===== config.mk =====
export PLATFORM = sky130hd
export DESIGN_NAME = divide_xn_prog
export DESIGN_NICKNAME = d
export VERILOG_FILES = /design/src/rtl/divide_xn_prog.sv
export SDC_FILE = /design/constraint.sdc
export NUM_CORES = 1
export LEC_CHECK = 0
export BUFFER_PORTS_ARGS = -buffer_cell sky130_fd_sc_hd__clkbuf_2
export CAP_MARGIN = 20
export CORE_MARGIN = 2
export CORE_UTILIZATION = 50
export CTS_CLUSTER_DIAMETER = 80
export DETAILED_ROUTE_END_ITERATION = 12
export PLACE_DENSITY = 0.65
export SLEW_MARGIN = 20
export SYNTH_ARGS = -nofsm -noshare
export SYNTH_HDL_FRONTEND = slang
export SYNTH_SLANG_ARGS = --single-unit

===== constraint.sdc =====
create_clock -name clk -period 8.46 [get_ports clk]
set_input_delay 1.692 -clock clk [delete_from_list [all_inputs] [get_ports clk]]
set_output_delay 1.692 -clock clk [all_outputs]
set_load 0.05 [all_outputs]

===== src/rtl/divide_xn_prog.sv =====
// Programmable clock divider with pulse or square output.
// New settings are staged on load and applied at the period wrap, or immediately while counting is frozen.
module divide_xn_prog #(
    parameter int W           = 8,
    parameter int DEFAULT_DIV = 10
) (
    input  logic         clk,
    input  logic         clear,
    input  logic         en,
    input  logic         load,
    input  logic [W-1:0] div,
    input  logic [W-1:0] duty,
    input  logic         mode,
    output logic [W-1:0] count,
    output logic         out,
    output logic         tick,
    output logic         load_ack
);

    localparam logic [W-1:0] ONE      = W'(1);
    localparam logic [W-1:0] TWO      = W'(2);
    localparam logic [W-1:0] DEF_DIV  = W'(DEFAULT_DIV);
    localparam logic [W-1:0] DEF_DUTY = W'(DEFAULT_DIV / 2);

    logic [W-1:0] div_q;
    logic [W-1:0] duty_q;
    logic         mode_q;
    logic         pending;
    logic [W-1:0] stage_div;
    logic [W-1:0] stage_duty;
    logic         stage_mode;

    logic         at_wrap;
    logic         apply;
    logic [W-1:0] src_div;
    logic [W-1:0] src_duty;
    logic         src_mode;
    logic [W-1:0] new_div;
    logic [W-1:0] new_duty;

    logic [W-1:0] count_d;
    logic [W-1:0] div_d;
    logic [W-1:0] duty_d;
    logic         mode_d;
    logic         out_d;
    logic         pending_d;
    logic         stage_we;

    assign at_wrap = (count == div_q - ONE);
    assign tick    = en && at_wrap;

    // A load in the apply cycle itself bypasses the staging registers.
    always_comb begin
        src_div  = stage_div;
        src_duty = stage_duty;
        src_mode = stage_mode;
        if (load) begin
            src_div  = div;
            src_duty = duty;
            src_mode = mode;
        end
        new_div = (src_div < TWO) ? TWO : src_div;
        if (src_duty == '0) begin
            new_duty = ONE;
        end else if (src_duty >= new_div) begin
            new_duty = new_div - ONE;
        end else begin
            new_duty = src_duty;
        end
    end

    // Running: only the wrap edge may apply, so the current period is never disturbed.
    always_comb begin
        if (en) begin
            apply = at_wrap && (pending || load);
        end else begin
            apply = pending || load;
        end
    end

    always_comb begin
        count_d   = count;
        div_d     = div_q;
        duty_d    = duty_q;
        mode_d    = mode_q;
        pending_d = pending;
        stage_we  = load && !apply;
        if (apply) begin
            count_d   = '0;
            div_d     = new_div;
            duty_d    = new_duty;
            mode_d    = src_mode;
            pending_d = 1'b0;
        end else begin
            if (en) begin
                count_d = at_wrap ? '0 : count + ONE;
            end
            if (load) begin
                pending_d = 1'b1;
            end
        end
        // Output is derived from next-state values so it matches count in the same cycle.
        if (mode_d) begin
            out_d = (count_d < duty_d);
        end else begin
            out_d = (count_d == div_d - ONE);
        end
    end

    always_ff @(posedge clk) begin
        if (clear) begin
            count      <= '0;
            out        <= 1'b0;
            load_ack   <= 1'b0;
            pending    <= 1'b0;
            div_q      <= DEF_DIV;
            duty_q     <= DEF_DUTY;
            mode_q     <= 1'b0;
            stage_div  <= DEF_DIV;
            stage_duty <= DEF_DUTY;
            stage_mode <= 1'b0;
        end else begin
            count    <= count_d;
            out      <= out_d;
            load_ack <= apply;
            pending  <= pending_d;
            div_q    <= div_d;
            duty_q   <= duty_d;
            mode_q   <= mode_d;
            if (stage_we) begin
                stage_div  <= div;
                stage_duty <= duty;
                stage_mode <= mode;
            end
        end
    end

endmodule


==> Yosys cells after proc, flatten, opt, wreduce, memory -nomap -nowiden <==
Index checks and enable logic that the tools add are counted.
Widths: inputs -> output; s select.
{ "op_classes": {"n_lt_le_gt_ge": 3, "multipliers": 0, "addsub": 4, "n_reduce_logical": 7, "mux": 14, "shift": 0, "div_mod_pow": 0, "n_bitwise": 0, "eq_ne": 2} }
{ "op_table": {"columns": ["operator", "n"], "rows": [
  ["$mux 8", 10],
  ["$sub 8x1->8 const B", 3],
  ["$eq 8x8->1", 2],
  ["$add 8x1->8 const B", 1],
  ["$ge 8x8->1", 1],
  ["$logic_not 8->1", 1],
  ["$lt 8x2->1 const B", 1],
  ["$lt 8x8->1", 1],
  ["$mux 1", 4],
  ["$logic_and 1x1->1", 3],
  ["$reduce_or 2->1", 1],
  ["$logic_not 1->1", 1],
  ["$logic_or 1x1->1", 1]
]} }
{ "word_totals": {"romBits": 0, "latch_bits": 0, "inputBits": 21, "regBits": 45, "ram_bits": 0, "output_inout_bits": 11, "elab_cells": 40, "memories": 0} }

==> Logic depth before layout (Yosys ltp) <==
{ "logic_depth": {"ltp_word": 9, "ltp_mapped": 23, "mapped_depth_nobuf": 21} }

==> Worst setup path after synthesis <==
Ideal clock, no wire load.
{ "synth_timing": {"kind": "input-to-reg", "startpoint": "in load", "endpoint": "reg out", "path_slack_ns": 2.573, "setup_time_ns": 0.096, "required_ns": 8.364, "t_arrival_ns": 5.791, "stages": 22, "path_cell_list": "buf_2 mux2i_1 nand2_1 or2_1 o211ai_1 o21ai_1 ha_1 nand2b_1 a21o_1 a21o_1 a211oi_1 o21a_1 or2_2 buf_1 mux2_2 a22oi_1 ha_1 and4_1 a21oi_1 nand3_1 a41o_1 o41ai_2"} }
{ "synth_between": {"elab_chain_cells": 9, "elab_cells_between_ends": 21, "classes_between": "add/sub (2); order compare (3); eq/ne (1); mux (12); reduce/logical (3)"} }
{ "synth_rtl": {"columns": ["element", "line_no", "rtl"], "rows": [
  ["start: declaration", "10", "input logic load,"],
  ["$mux 8", "57", "if (load) begin"],
  ["$lt 8x2->1", "62", "new_div = (src_div < TWO) ? TWO : src_div;"],
  ["$mux 8", "62", null],
  ["$sub 8x1->8 or $ge 8x8->1 (tied branches)", "66, 65", null],
  ["$mux 8", "65", "end else if (src_duty >= new_div) begin"],
  ["$mux 8", "63", "if (src_duty == '0) begin"],
  ["$mux 8", "88", "if (apply) begin"],
  ["$lt 8x8->1", "104", "out_d = (count_d < duty_d);"],
  ["$mux 1 *", "103", "if (mode_d) begin"],
  ["end signal: assignment", "124", "out <= out_d;"],
  ["end: declaration", "15", "output logic out,"]
]} }
Mark *: on every way between the ends. The rest lies on a longest branch, timed or not.
A chain may end at the register's enable or synchronous reset.

==> Final worst setup path <==
Ends and elaborated chain as after synthesis.

==> results.sh <==
export IMPL_status="completed"
export IMPL_crit_arrival_ns=6.58
export IMPL_wl_microns=8650
export IMPL_cp_start_kind="primary input"
export IMPL_wl_met3_microns=385
export IMPL_cts_tree="done"
export IMPL_internal_power_uw=347
export IMPL_via_count=2967
export IMPL_criticalPathCategory="primary input to flip-flop"
export IMPL_num_rows=30
export IMPL_p_leak_uw=0.00160
export IMPL_irDropWorstVdd_mv=0.0600
export IMPL_antenna_cells=0
export IMPL_dieArea_sq_um=7450
export IMPL_p_per_area_nw_per_um2=147
export IMPL_place_congestion=0.889
export IMPL_hpwl_microns=6590
export IMPL_final_hold_violation_count=0
export IMPL_dr_wl_met2_microns=4110
export IMPL_rsz0062_at_grt="false"
export IMPL_ant_nets=0
export IMPL_fin_nets=452
export IMPL_end_kind="flip-flop"
export IMPL_crit_path_max_fanout=31
export IMPL_antenna_found_initial=0
export IMPL_top_layer="met4"
export IMPL_synth_edf_count=0
export IMPL_synth_cell_type_count=71
export IMPL_synth_area_sq_um=3390
export IMPL_htreeDepth=2
export IMPL_root_buffer="clkbuf_8"
export IMPL_cp_required_ns=8.67
export IMPL_synth_seq_cells=45
export IMPL_syn_avg_cell_area_sq_um=8.60
export IMPL_clkPwrFrac_pct=26.4
export IMPL_cts_resized_gates=0
export IMPL_clock_path_buffers=2
export IMPL_io_pins=32
export IMPL_setup_tns_ns=0
export IMPL_min_path_type="flip-flop to flip-flop"
export IMPL_drive_gt1_share_pct=19.9
export IMPL_post_route_drc_count=0
export IMPL_seqPwrFrac_pct=43.7
export IMPL_min_period_ns=6.37
export IMPL_drtPass1Iterations=5
export IMPL_ys_seq_area_share_pct=26.6
export IMPL_clock_latency_ns=0.31
export IMPL_drv_slew=0
export IMPL_synthFlopType="dfxtp_1"
export IMPL_swShare_pct=35.3
export IMPL_initial_utilization_pct=50.7
export IMPL_syn_num_nets=434
export IMPL_async_flop_share_pct=0
export IMPL_grt_max_degree=34
export IMPL_cts_buffers=5
export IMPL_grt_pass1_wl_microns=14400
export IMPL_combinationalPowerShare_pct=29.9
export IMPL_max_slew_margin_rel_pct=32.8
export IMPL_die_h_microns=86.3
export IMPL_io_buffers=31
export IMPL_tightestPinTransition_ns=1.00
export IMPL_overflow=0
export IMPL_vias_per_cell=6.02
export IMPL_wl_met1_microns=4070
export IMPL_synthCells=394
export IMPL_finalCritPeriodShare_pct=75.3
export IMPL_yosys_warnings=0
export IMPL_max_freq_ghz=0.157
export IMPL_dieWidth_microns=86.3
export IMPL_maxCapViolCount=0
export IMPL_wl_per_cell_microns=17.5
export IMPL_fin_skew_ns=0.0100
export IMPL_synthToLayoutAreaGrowth_pct=7.31
export IMPL_final_area_sq_um=3640
export IMPL_setup_viol=0
export IMPL_place_area_sq_um=3530
export IMPL_p_sw_uw=189
export IMPL_hold_buffers=0
export IMPL_drt_iter0_drc=182
export IMPL_core_sq_um=6680
export IMPL_track_usage_pct=24.4
export IMPL_cts_post_setup_buffers_inserted=0
export IMPL_grt_pass1_vias=2795
export IMPL_path_clk_slew_ns=0.10
export IMPL_clock_sinks=45
## registers in the layout, indices dropped and copies added (netlist names)
| name | flops |
|---|---|
| pending | 1 |
| out | 1 |
| mode_q | 1 |
| stage_duty | 8 |
| duty_q | 8 |
| load_ack | 1 |
| count | 8 |
| stage_div | 8 |
| stage_mode | 1 |
| div_q | 8 |
## cells by family (layout without fill, tap and decap cells)
family / after synthesis / in the layout / share of synthesized area (%)
buffers and inverters: 34 / 53 / 4.87
AOI/OAI and AO/OA: 83 / 83 / 20.5
muxes: 44 / 44 / 13.8
and+or+nand+nor: 145 / 145 / 21.0
DFF: 45 / 45 / 26.6
adders and majority gates: 19 / 19 / 7.02
xor gates and xnor gates: 24 / 24 / 6.20
## critical path, cell delays in order
cell and delay, ns:
clkbuf_2 0.52, mux2i_1 0.57, nand2_1 0.13, or2_1 0.28
o211ai_1 0.16, o21ai_1 0.15, ha_1 0.33, nand2b_1 0.14
a21o_1 0.17, a21o_1 0.17, a211oi_1 0.27, o21a_1 0.24
or2_2 0.21, mux2_2 0.35, a22oi_1 0.20, ha_1 0.29
and4_1 0.19, a21oi_1 0.14, nand3_1 0.08, a41o_1 0.23
o41ai_2 0.05
## synth_stat cells (4+ instances only)
cell type / count / area, sq um
or2_2: 5 / 31.3
buf_2: 6 / 30.0
clkbuf_1: 8 / 30.0
a21o_1: 4 / 30.0
xnor2_1: 12 / 105
buf_6: 4 / 45.0
inv_1: 11 / 41.3
a31o_2: 4 / 35.0
nand2_1: 26 / 97.6
mux2i_1: 32 / 320
buf_1: 4 / 15.0
nand4_1: 7 / 43.8
xor2_1: 12 / 105
mux2_2: 11 / 124
nor2_1: 53 / 199
nand2b_1: 5 / 31.3
dfxtp_1: 45 / 901
o21ai_0: 12 / 60.1
nand3_1: 9 / 45.0
nor3_1: 14 / 70.1
a22oi_1: 6 / 45.0
a21oi_1: 13 / 65.1
ha_1: 19 / 238
nor4_1: 4 / 25.0
## power groups by stage
stage	combinational, uW	sequential (uW)	clock (uW)
after floorplan	122	239	0
after global placement	156	238	0
after detailed placement	158	239	0
after CTS	159	234	147
after global routing	177	236	153
final	160	234	141
## per-layer routing
metal | track usage, % | vias to the layer above
li1 | - | 1466
met1 | 34.5 | 1416
met2 | 39.7 | 76
met3 | 3.62 | 9
met4 | 4.55 | 0
met5 | 0 | -
## final timing paths
kind | start | to | slack [ns] | cells past startpoint
worst min-delay path | stage_duty[7] | stage_duty[7] | 0.51 | 2
worst min register to register | stage_duty[7] | stage_duty[7] | 0.51 | 2
worst max register to register | stage_div[6] | out | 3.83 | 20
worst max-delay path | load | out | 2.09 | 21
## final cells by class
| class | instances | area [sq um] |
|---|---|---|
| inverters | 12 | 45.0 |
| clock inverters | 3 | 21.3 |
| multi-input cells | 315 | 2320 |
| flip-flops and latches | 45 | 901 |
| repair buffers | 33 | 178 |
| clock buffers | 5 | 68.8 |
| fillers | 651 | 3050 |
| well taps | 80 | 100 |
## per-stage QoR
stage / total power, uW / hold WS (ns) / worst slack, ns / std cells / utilization (%)
2_1_floorplan: 361 / 0.459 / 2.57 / 394 / -
3_3_place_gp: 395 / 0.478 / 2.00 / 484 / 52.8
3_5_place_dp: 397 / 0.489 / 1.80 / 484 / 52.8
4_1_cts: 540 / 0.515 / 2.11 / 492 / 54.2
5_1_grt: 566 / 0.551 / 1.61 / 493 / 54.4
6_report: 536 / 0.512 / 2.09 / 493 / 54.4
## placed cells by master, fill, tap and decap left out, types with 4 or more instances in the layout
master,count
nor2_1,53
dfxtp_1,45
mux2i_1,32
clkbuf_2,31
nand2_1,26
ha_1,19
nor3_1,14
a21oi_1,13
xor2_1,12
xnor2_1,12
o21ai_0,12
inv_1,11
mux2_2,11
nand3_1,9
nand4_1,7
a22oi_1,6
or2_2,5
nand2b_1,5
clkbuf_8,5
a31o_2,4
nor4_1,4
a21o_1,4
Power figures use the tool's default switching activity.
